**src/rtl/bus_cycle_ctl.sv**
```systemverilog
// Initiator-side bus cycle controller: issues one tagged read/write on the NoC bus,
// waits for an ack with the matching ID, and reports completion or timeout.
module bus_cycle_ctl #(
    parameter int unsigned AWID    = 32,
    parameter int unsigned DWID    = 32,
    parameter int unsigned TIMEOUT = 31
) (
    input  logic            clk_i,
    input  logic            rst_i,
    input  logic            ce_i,
    input  logic            req_i,
    input  logic            we_i,
    input  logic [AWID-1:0] adr_i,
    input  logic [DWID-1:0] dat_i,
    output logic            busy_o,
    output logic            done_o,
    output logic            err_o,
    output logic [DWID-1:0] dat_o,
    output logic            m_cyc_o,
    output logic            m_stb_o,
    output logic            m_we_o,
    output logic [AWID-1:0] m_adr_o,
    output logic [DWID-1:0] m_dat_o,
    output logic [3:0]      m_rid_o,
    output logic [3:0]      m_wid_o,
    input  logic            m_ack_i,
    input  logic [3:0]      m_rid_i,
    input  logic [3:0]      m_wid_i,
    input  logic [DWID-1:0] m_dat_i
);

    typedef enum logic [1:0] {StIdle, StWait, StRecover} state_e;

    localparam logic [7:0] CntLast = 8'(TIMEOUT - 1);

    state_e          state_q, state_d;
    logic [3:0]      tag_q, tag_d;
    logic [7:0]      cnt_q, cnt_d;
    logic            busy_q, busy_d;
    logic            done_q, done_d;
    logic            err_q, err_d;
    logic [DWID-1:0] rdat_q, rdat_d;
    logic            cyc_q, cyc_d;
    logic            we_q, we_d;
    logic [AWID-1:0] adr_q, adr_d;
    logic [DWID-1:0] wdat_q, wdat_d;
    logic [3:0]      rid_q, rid_d;
    logic [3:0]      wid_q, wid_d;
    logic            match;

    // Reads are matched on the read ID, writes on the write ID.
    assign match = m_ack_i && (we_q ? (m_wid_i == tag_q) : (m_rid_i == tag_q));

    always_comb begin
        state_d = state_q;
        tag_d   = tag_q;
        cnt_d   = cnt_q;
        done_d  = done_q;
        err_d   = err_q;
        rdat_d  = rdat_q;
        cyc_d   = cyc_q;
        we_d    = we_q;
        adr_d   = adr_q;
        wdat_d  = wdat_q;
        rid_d   = rid_q;
        wid_d   = wid_q;
        busy_d  = busy_q;
        if (ce_i) begin
            done_d = 1'b0;
            err_d  = 1'b0;
            unique case (state_q)
                StIdle: begin
                    if (req_i) begin
                        we_d    = we_i;
                        adr_d   = adr_i;
                        wdat_d  = dat_i;
                        rid_d   = tag_q;
                        wid_d   = tag_q;
                        cyc_d   = 1'b1;
                        cnt_d   = 8'd0;
                        state_d = StWait;
                    end
                end
                StWait: begin
                    // A match on the timeout edge still completes without error.
                    if (match) begin
                        cyc_d   = 1'b0;
                        done_d  = 1'b1;
                        tag_d   = tag_q + 4'd1;
                        state_d = StRecover;
                        if (!we_q) rdat_d = m_dat_i;
                    end else if (cnt_q == CntLast) begin
                        cyc_d   = 1'b0;
                        done_d  = 1'b1;
                        err_d   = 1'b1;
                        tag_d   = tag_q + 4'd1;
                        state_d = StRecover;
                    end else begin
                        cnt_d = cnt_q + 8'd1;
                    end
                end
                StRecover: begin
                    // Level-ack responders must drop ack before the next cycle starts.
                    if (!m_ack_i) state_d = StIdle;
                end
                default: state_d = StIdle;
            endcase
            busy_d = (state_d != StIdle);
        end
    end

    always_ff @(posedge clk_i) begin
        if (rst_i) begin
            state_q <= StIdle;
            tag_q   <= 4'd0;
            cnt_q   <= 8'd0;
            busy_q  <= 1'b0;
            done_q  <= 1'b0;
            err_q   <= 1'b0;
            rdat_q  <= '0;
            cyc_q   <= 1'b0;
            we_q    <= 1'b0;
            adr_q   <= '0;
            wdat_q  <= '0;
            rid_q   <= 4'd0;
            wid_q   <= 4'd0;
        end else begin
            state_q <= state_d;
            tag_q   <= tag_d;
            cnt_q   <= cnt_d;
            busy_q  <= busy_d;
            done_q  <= done_d;
            err_q   <= err_d;
            rdat_q  <= rdat_d;
            cyc_q   <= cyc_d;
            we_q    <= we_d;
            adr_q   <= adr_d;
            wdat_q  <= wdat_d;
            rid_q   <= rid_d;
            wid_q   <= wid_d;
        end
    end

    assign busy_o  = busy_q;
    assign done_o  = done_q;
    assign err_o   = err_q;
    assign dat_o   = rdat_q;
    assign m_cyc_o = cyc_q;
    assign m_stb_o = cyc_q;
    assign m_we_o  = we_q;
    assign m_adr_o = adr_q;
    assign m_dat_o = wdat_q;
    assign m_rid_o = rid_q;
    assign m_wid_o = wid_q;

endmodule

```
**config.mk**
```make
export PLATFORM = sky130hd
export DESIGN_NAME = bus_cycle_ctl
export DESIGN_NICKNAME = d
export VERILOG_FILES = /design/src/rtl/bus_cycle_ctl.sv
export SDC_FILE = /design/constraint.sdc
export NUM_CORES = 1
export LEC_CHECK = 0
export ABC_CLOCK_PERIOD_IN_PS = 1800
export CAP_MARGIN = 20
export CORE_ASPECT_RATIO = 1.1
export CORE_UTILIZATION = 36
export DETAILED_ROUTE_END_ITERATION = 10
export GPL_ROUTABILITY_DRIVEN = 0
export PLACE_DENSITY = 0.76
export SYNTH_ARGS = -nofsm -noshare
export SYNTH_HDL_FRONTEND = slang
export SYNTH_SLANG_ARGS = --single-unit
```
**constraint.sdc**
```tcl
create_clock -name clk_i -period 1.8 [get_ports clk_i]
set_input_delay 0.36 -clock clk_i [delete_from_list [all_inputs] [get_ports clk_i]]
set_output_delay 0.36 -clock clk_i [all_outputs]
set_load 0.02 [all_outputs]
```
After elaboration in Yosys (flattened, before gate mapping):

Index checks and enable logic that the tools add are counted.

* bitwise gates (word level): 1
* reduce and logical (&&, ||, !) cells: 10
* $add $sub $neg: 2
* muxes and demuxes: 22
* equal/unequal tests: 9

Operator list (count)
* $mux W8: 3
* $pmux W8 S2: 1
* $mux W2: 5
* $mux W1: 9
* $add A8 B1 Y8 const B: 1
* $eq A4 B4 Y1: 2
* $eq A8 B5 Y1 const B: 1
* $mux W4: 2
* $reduce_and A4 Y1: 2
* $ne A2 B2 Y1 const B: 3
* $pmux W2 S3: 1
* $reduce_and A3 Y1: 2
* $reduce_bool A2 Y1: 3
* $reduce_and A5 Y1: 1
* $add A4 B1 Y4 const B: 1
* $ne A3 B3 Y1 const B: 1
* $eq A2 B1 Y1 const B: 1
* $eq A2 B2 Y1 const B: 1
* $logic_not A2 Y1: 1
* $pmux W1 S2: 1
* $logic_and A1 B1 Y1: 1
* $not A1 Y1: 1

* register bits after elaboration: 119
* input port bits: 110
* output and inout bits: 110
* word-level logic and storage cells: 56

Longest topological paths before layout:

* depth after elaboration: 7
* mapped depth: 9
* gate-level depth less buffers: 7

Least setup slack after synthesis:

No wires, ideal clock.

* path type: register to register
* from: reg we_q (netlist: m_we_o)
* to: reg rdat_q[10] (netlist: dat_o[10])
* path slack: -235 ps
* cell stages (with the launch flop): 10
* required time: 1668 ps
* period minus slack after synthesis: 2035 ps
* arrival: 1902 ps
* path through: dfxtp_1 buf_6 mux2i_1 mux2i_1 nand4_1 or3_1 clkbuf_1 buf_2 nand2_1 a21oi_1

* cells in the longest elaborated chain, start to end: 3
* elaborated cells between the ends (all ways): 4
* classes of those cells: 1 x mux; 1 x bitwise; 2 x reduce/logical

Ends and longest elaborated chain
* start: declaration: RTL line 44 `logic we_q, we_d;`
* start signal: assignment: RTL line 136 `we_q <= we_d;`
* $mux W1: RTL line 52 `assign match = m_ack_i && (we_q ? (m_wid_i == tag_q) : (m_rid_i == tag_q));`
* $logic_and A1 B1 Y1: RTL line 52
* $reduce_and A4 Y1 (no line) (*)
* end signal: assignment: RTL line 134 `rdat_q <= rdat_d;`
* end: declaration: RTL line 42 `logic [DWID-1:0] rdat_q, rdat_d;`

Every way passes the cells marked *; elsewhere a longest branch is shown, timed or not.
A chain may end at the register's enable or synchronous reset.

Final worst setup path:

* from: reg we_q (netlist: m_we_o)
* to: reg rdat_q[24] (netlist: dat_o[24])

Same word-level chain as after synthesis.

==> out/qor.csv <==
stage;metric;value;unit
yosys;synth-edff-count;0;
yosys;post_synth_xor_area_fraction;2.179;%
sta;final.setup_skew;6.854;ps
placed_design;io_buffer_count;219;
power;pwr-share-clk;48.8;%
power;power.combinational.fraction;11.6;%
drt;drt-total-wl;13.20;mm
cts;cts-buffers-inserted;17;
floorplan;design.die.area;12730;um^2
setup_path;worstRegToRegCells;8;
sta;finalWorstSetupSlack;-89.93;ps
power;switching_share;22.51;%
yosys;yosysTopAreaCellShare;53.89;%
power;power.net_switching;0.001568;W
yosys;post-synth-top-count-cell;sky130_fd_sc_hd__nand2_1;
finish;num_antenna_cells;0;
drt;ant_nets;0;
power;irDropWorstVdd;0.5883;mV
cts;postCtsHoldBufs;0;
sta;fin_crit;1890;ps
yosys;ys_seq_elements;119;
yosys;main_combinational_cell_family_by_area_after_synthesis;simple AND/OR/NAND/NOR gates;
floorplan;floorplan.initialDensity;36.89;%
outcome;outcome;finished with violations;
job;max_cap_violations;0;
setup_path;slowest_delay;390;ps
yosys;netlist_top_cells_area;sky130_fd_sc_hd__dfxtp_1, sky130_fd_sc_hd__nand2_1, sky130_fd_sc_hd__a21oi_1, sky130_fd_sc_hd__clkbuf_1, sky130_fd_sc_hd__mux2i_1;
yosys;share_of_synthesized_area_spent_on_multiplexers;1.585;%
cts;numClockSinks;119;
setup_path;critPathCaptureType;register;
sta;timing_worst_slew_pin_value;567.1;ps
setup_path;wp_data_arrival;2220;ps
setup_path;crit_path_start_kind;register;
floorplan;floorplan.core_area;11980;um^2
drt;vias;4558;
floorplan;floorplan.die.height;118.2;um
drt;avgViaCountPerCell;4.818;
yosys;avgSynthCellArea;7.979;um^2
cts;cts_root_buf;sky130_fd_sc_hd__clkbuf_16;
placed_design;place_ws;-398.9;ps
drt;drc;0;
power;sequentialPowerShare;39.6;%
cts;clock_tree.buffer_depth;2;
setup_path;crit_slowest_cell;sky130_fd_sc_hd__dfxtp_4;
setup_path;worst-path-stages;8;
drt;drt_first_iter_violations;231;
cts;clock_h_tree_levels;4;
finish;final_core_utilization;63.29;%
setup_path;cp_data_required_time;2130;ps
yosys;synth_simple_gate_area_share;23.24;%
sta;report.final.hold_viol_count;0;
sta;post-route-period-util;105.0;%
yosys;synth-seq-area-share;53.89;%
cts;postCtsSetupRepairBufs;0;
finish;drive_above_1_share;9.091;%
cts;clock_tree_from_tritoncts;built;
grt;via_count_of_the_first_global_routing_pass;4503;
power;cellPowerDensity;918.9;nW/um^2
drt;wire_per_inst;13.95;um
sta;setup_viol_count_final;32;
yosys;synth-main-ff-cell;sky130_fd_sc_hd__dfxtp_1;
finish;finalNonFillerCells;946;
finish;fin_nets;893;
setup_path;critPathBufInv;2;
yosys;syn_nets;667;
outcome;failed_checks;negative setup slack;
grt;grt_pass1_wl;20.24;mm
grt;largest_net_degree_at_the_start_of_global_routing;70;
finish;syn_to_final_growth;71.55;%
placed_design;dp.final_hpwl;9.125;mm
cts;clock_insertion_delay_worst_skew;400;ps
sta;timing.max_slew.rel_slack;62.19;%
setup_path;timing.setup.critical_path_class;register to register;
setup_path;cell_by_cell_listing_of_the_critical_path;mux2i_2 -> xor2_1 -> nand4_1 -> buf_4 -> nor3_4 -> clkbuf_16 -> nand2_1 -> a21oi_1;
grt;leftover_overflow_at_the_end_of_global_routing;0;
power;leakage_dissipation;2.806;nW
grt;grt_antenna_before_repair;0;
yosys;synth.yosys.warnings;0;
sta;fin_tns_setup;-1791;ps
drt;drt-pass1-iter-count;6;
yosys;async_set_or_reset_flop_fraction_in_the_synthesized_netlist;0;%
min_path;worstHoldPathType;primary input to register;
placed_design;dp_cells;913;
yosys;synth.cells.most_frequent;sky130_fd_sc_hd__nand2_1, sky130_fd_sc_hd__dfxtp_1, sky130_fd_sc_hd__a21oi_1;
sta;rsz0062_at_grt;true;
yosys;post-synth-top-area-cell;sky130_fd_sc_hd__dfxtp_1;
min_path;holdPathStages;2;
setup_path;kind_of_cell_with_the_highest_combined_delay_on_the_critical_path;buffers and inverters;
sta;achievable-frequency;529.1;MHz
floorplan;die_width;107.7;um
sta;finalMaxSlewViolations;0;
floorplan;pin_count;220;
yosys;compound_gate_portion_of_the_synthesized_area;13.50;%
yosys;synth_cell_types;33;
power;cellInternalPower;0.005400;W
grt;global_route.usage.total;20.00;%
setup_path;cp_max_fo;16;
cts;clk_transition_reported_paths;60;ps
floorplan;placementRows;42;
yosys;synthesis.instances;554;
yosys;mappedNetlistArea;4420;um^2
yosys;arithmetic_cell_share_of_the_synthesized_area_counting_full_adders_half_adders_and_majority_gates;0.8491;%
[path summary, 6_finish.rpt]
check,startpoint,end,slack [ps]
worst max-delay path,m_we_o,dat_o[24],-90
worst min-delay path,rst_i,m_wid_o[3],250
worst max register to register,m_we_o,dat_o[24],-90
worst min register to register,m_adr_o[19],m_adr_o[19],450
[metal layers]
layer	track usage (%)	vias to the layer above	wire, um
met2	36.22	172	6776
met4	6.250	0	125
met3	6.729	9	1127
met1	21.52	2128	5172
met5	0	-	0
li1	-	2249	-
[stage by stage]
stage                     area [um^2]  hold WS, ps  total power, W
after floorplan                  4441        453.7        0.003119
after global placement           6904        441.0        0.003593
after detailed placement         6904        445.4        0.003608
after CTS                        7520        223.3        0.007044
after global routing             7584        245.9        0.007244
final                            7584        248.2        0.006968
[cell usage in the layout, fill, tap and decap left out, drive strengths merged]
cell type      count
and4               1
a211oi             1
xnor2              4
or2                1
dlymetal6s2s       4
nor4b              1
nand2            211
clkinv             3
nor3               3
dlygate4sd2        3
or3                2
nand2b             2
mux2i              7
o41ai              1
inv                5
ha                 3
bufinv             3
o211ai             1
xor2               7
clkbuf            22
buf               29
o21ai              1
clkdlybuf4s50    211
dfxtp            119
or4                1
nor2              17
a21oi            110
nand4b             1
nand3              6
nand4              5
o2111ai            1
clkinvlp           4
and3               2
[state kept, by name (all words and copies together), names as in the netlist, 2 cells and up]
signal,flops
cnt_q,8
dat_o,32
m_adr_o,32
m_dat_o,32
m_wid_o,4
state_q,2
tag_q,4
[power groups by stage]
| stage | clock (W) | combinational [W] | sequential [W] |
|---|---|---|---|
| 3_3_place_gp | 0 | 0.000784 | 0.00281 |
| 4_1_cts | 0.00349 | 0.000798 | 0.00276 |
| 3_5_place_dp | 0 | 0.000793 | 0.00282 |
| 6_report | 0.00340 | 0.000805 | 0.00276 |
| 5_1_grt | 0.00361 | 0.000865 | 0.00277 |
| 2_1_floorplan | 0 | 0.000219 | 0.00290 |
[repair_timing]
action,in CTS,in global routing
setup endpoints to repair,36,50
gates resized for setup,6,5
cloned,0,2
pin swaps,0,1
[cell families (layout without fill, tap and decap cells)]
logic type | after synthesis | count (layout)
DFF | 119 | 119
adders and majority gates | 3 | 3
AOI/OAI and AO/OA | 115 | 115
xor gates and xnor gates | 11 | 11
and+or+nand+nor | 253 | 253
muxes | 7 | 7
buffers and inverters | 46 | 284
[cell type report]
type | count | area, um^2
clock buffer | 20 | 456.7
clock inverter | 11 | 148.9
fill | 993 | 4398
inverter | 4 | 15.01
multi-input combinational | 389 | 1866
sequential | 119 | 2386
tap | 154 | 192.7
timing repair buffer | 249 | 2519
Power figures use the tool's default switching activity.
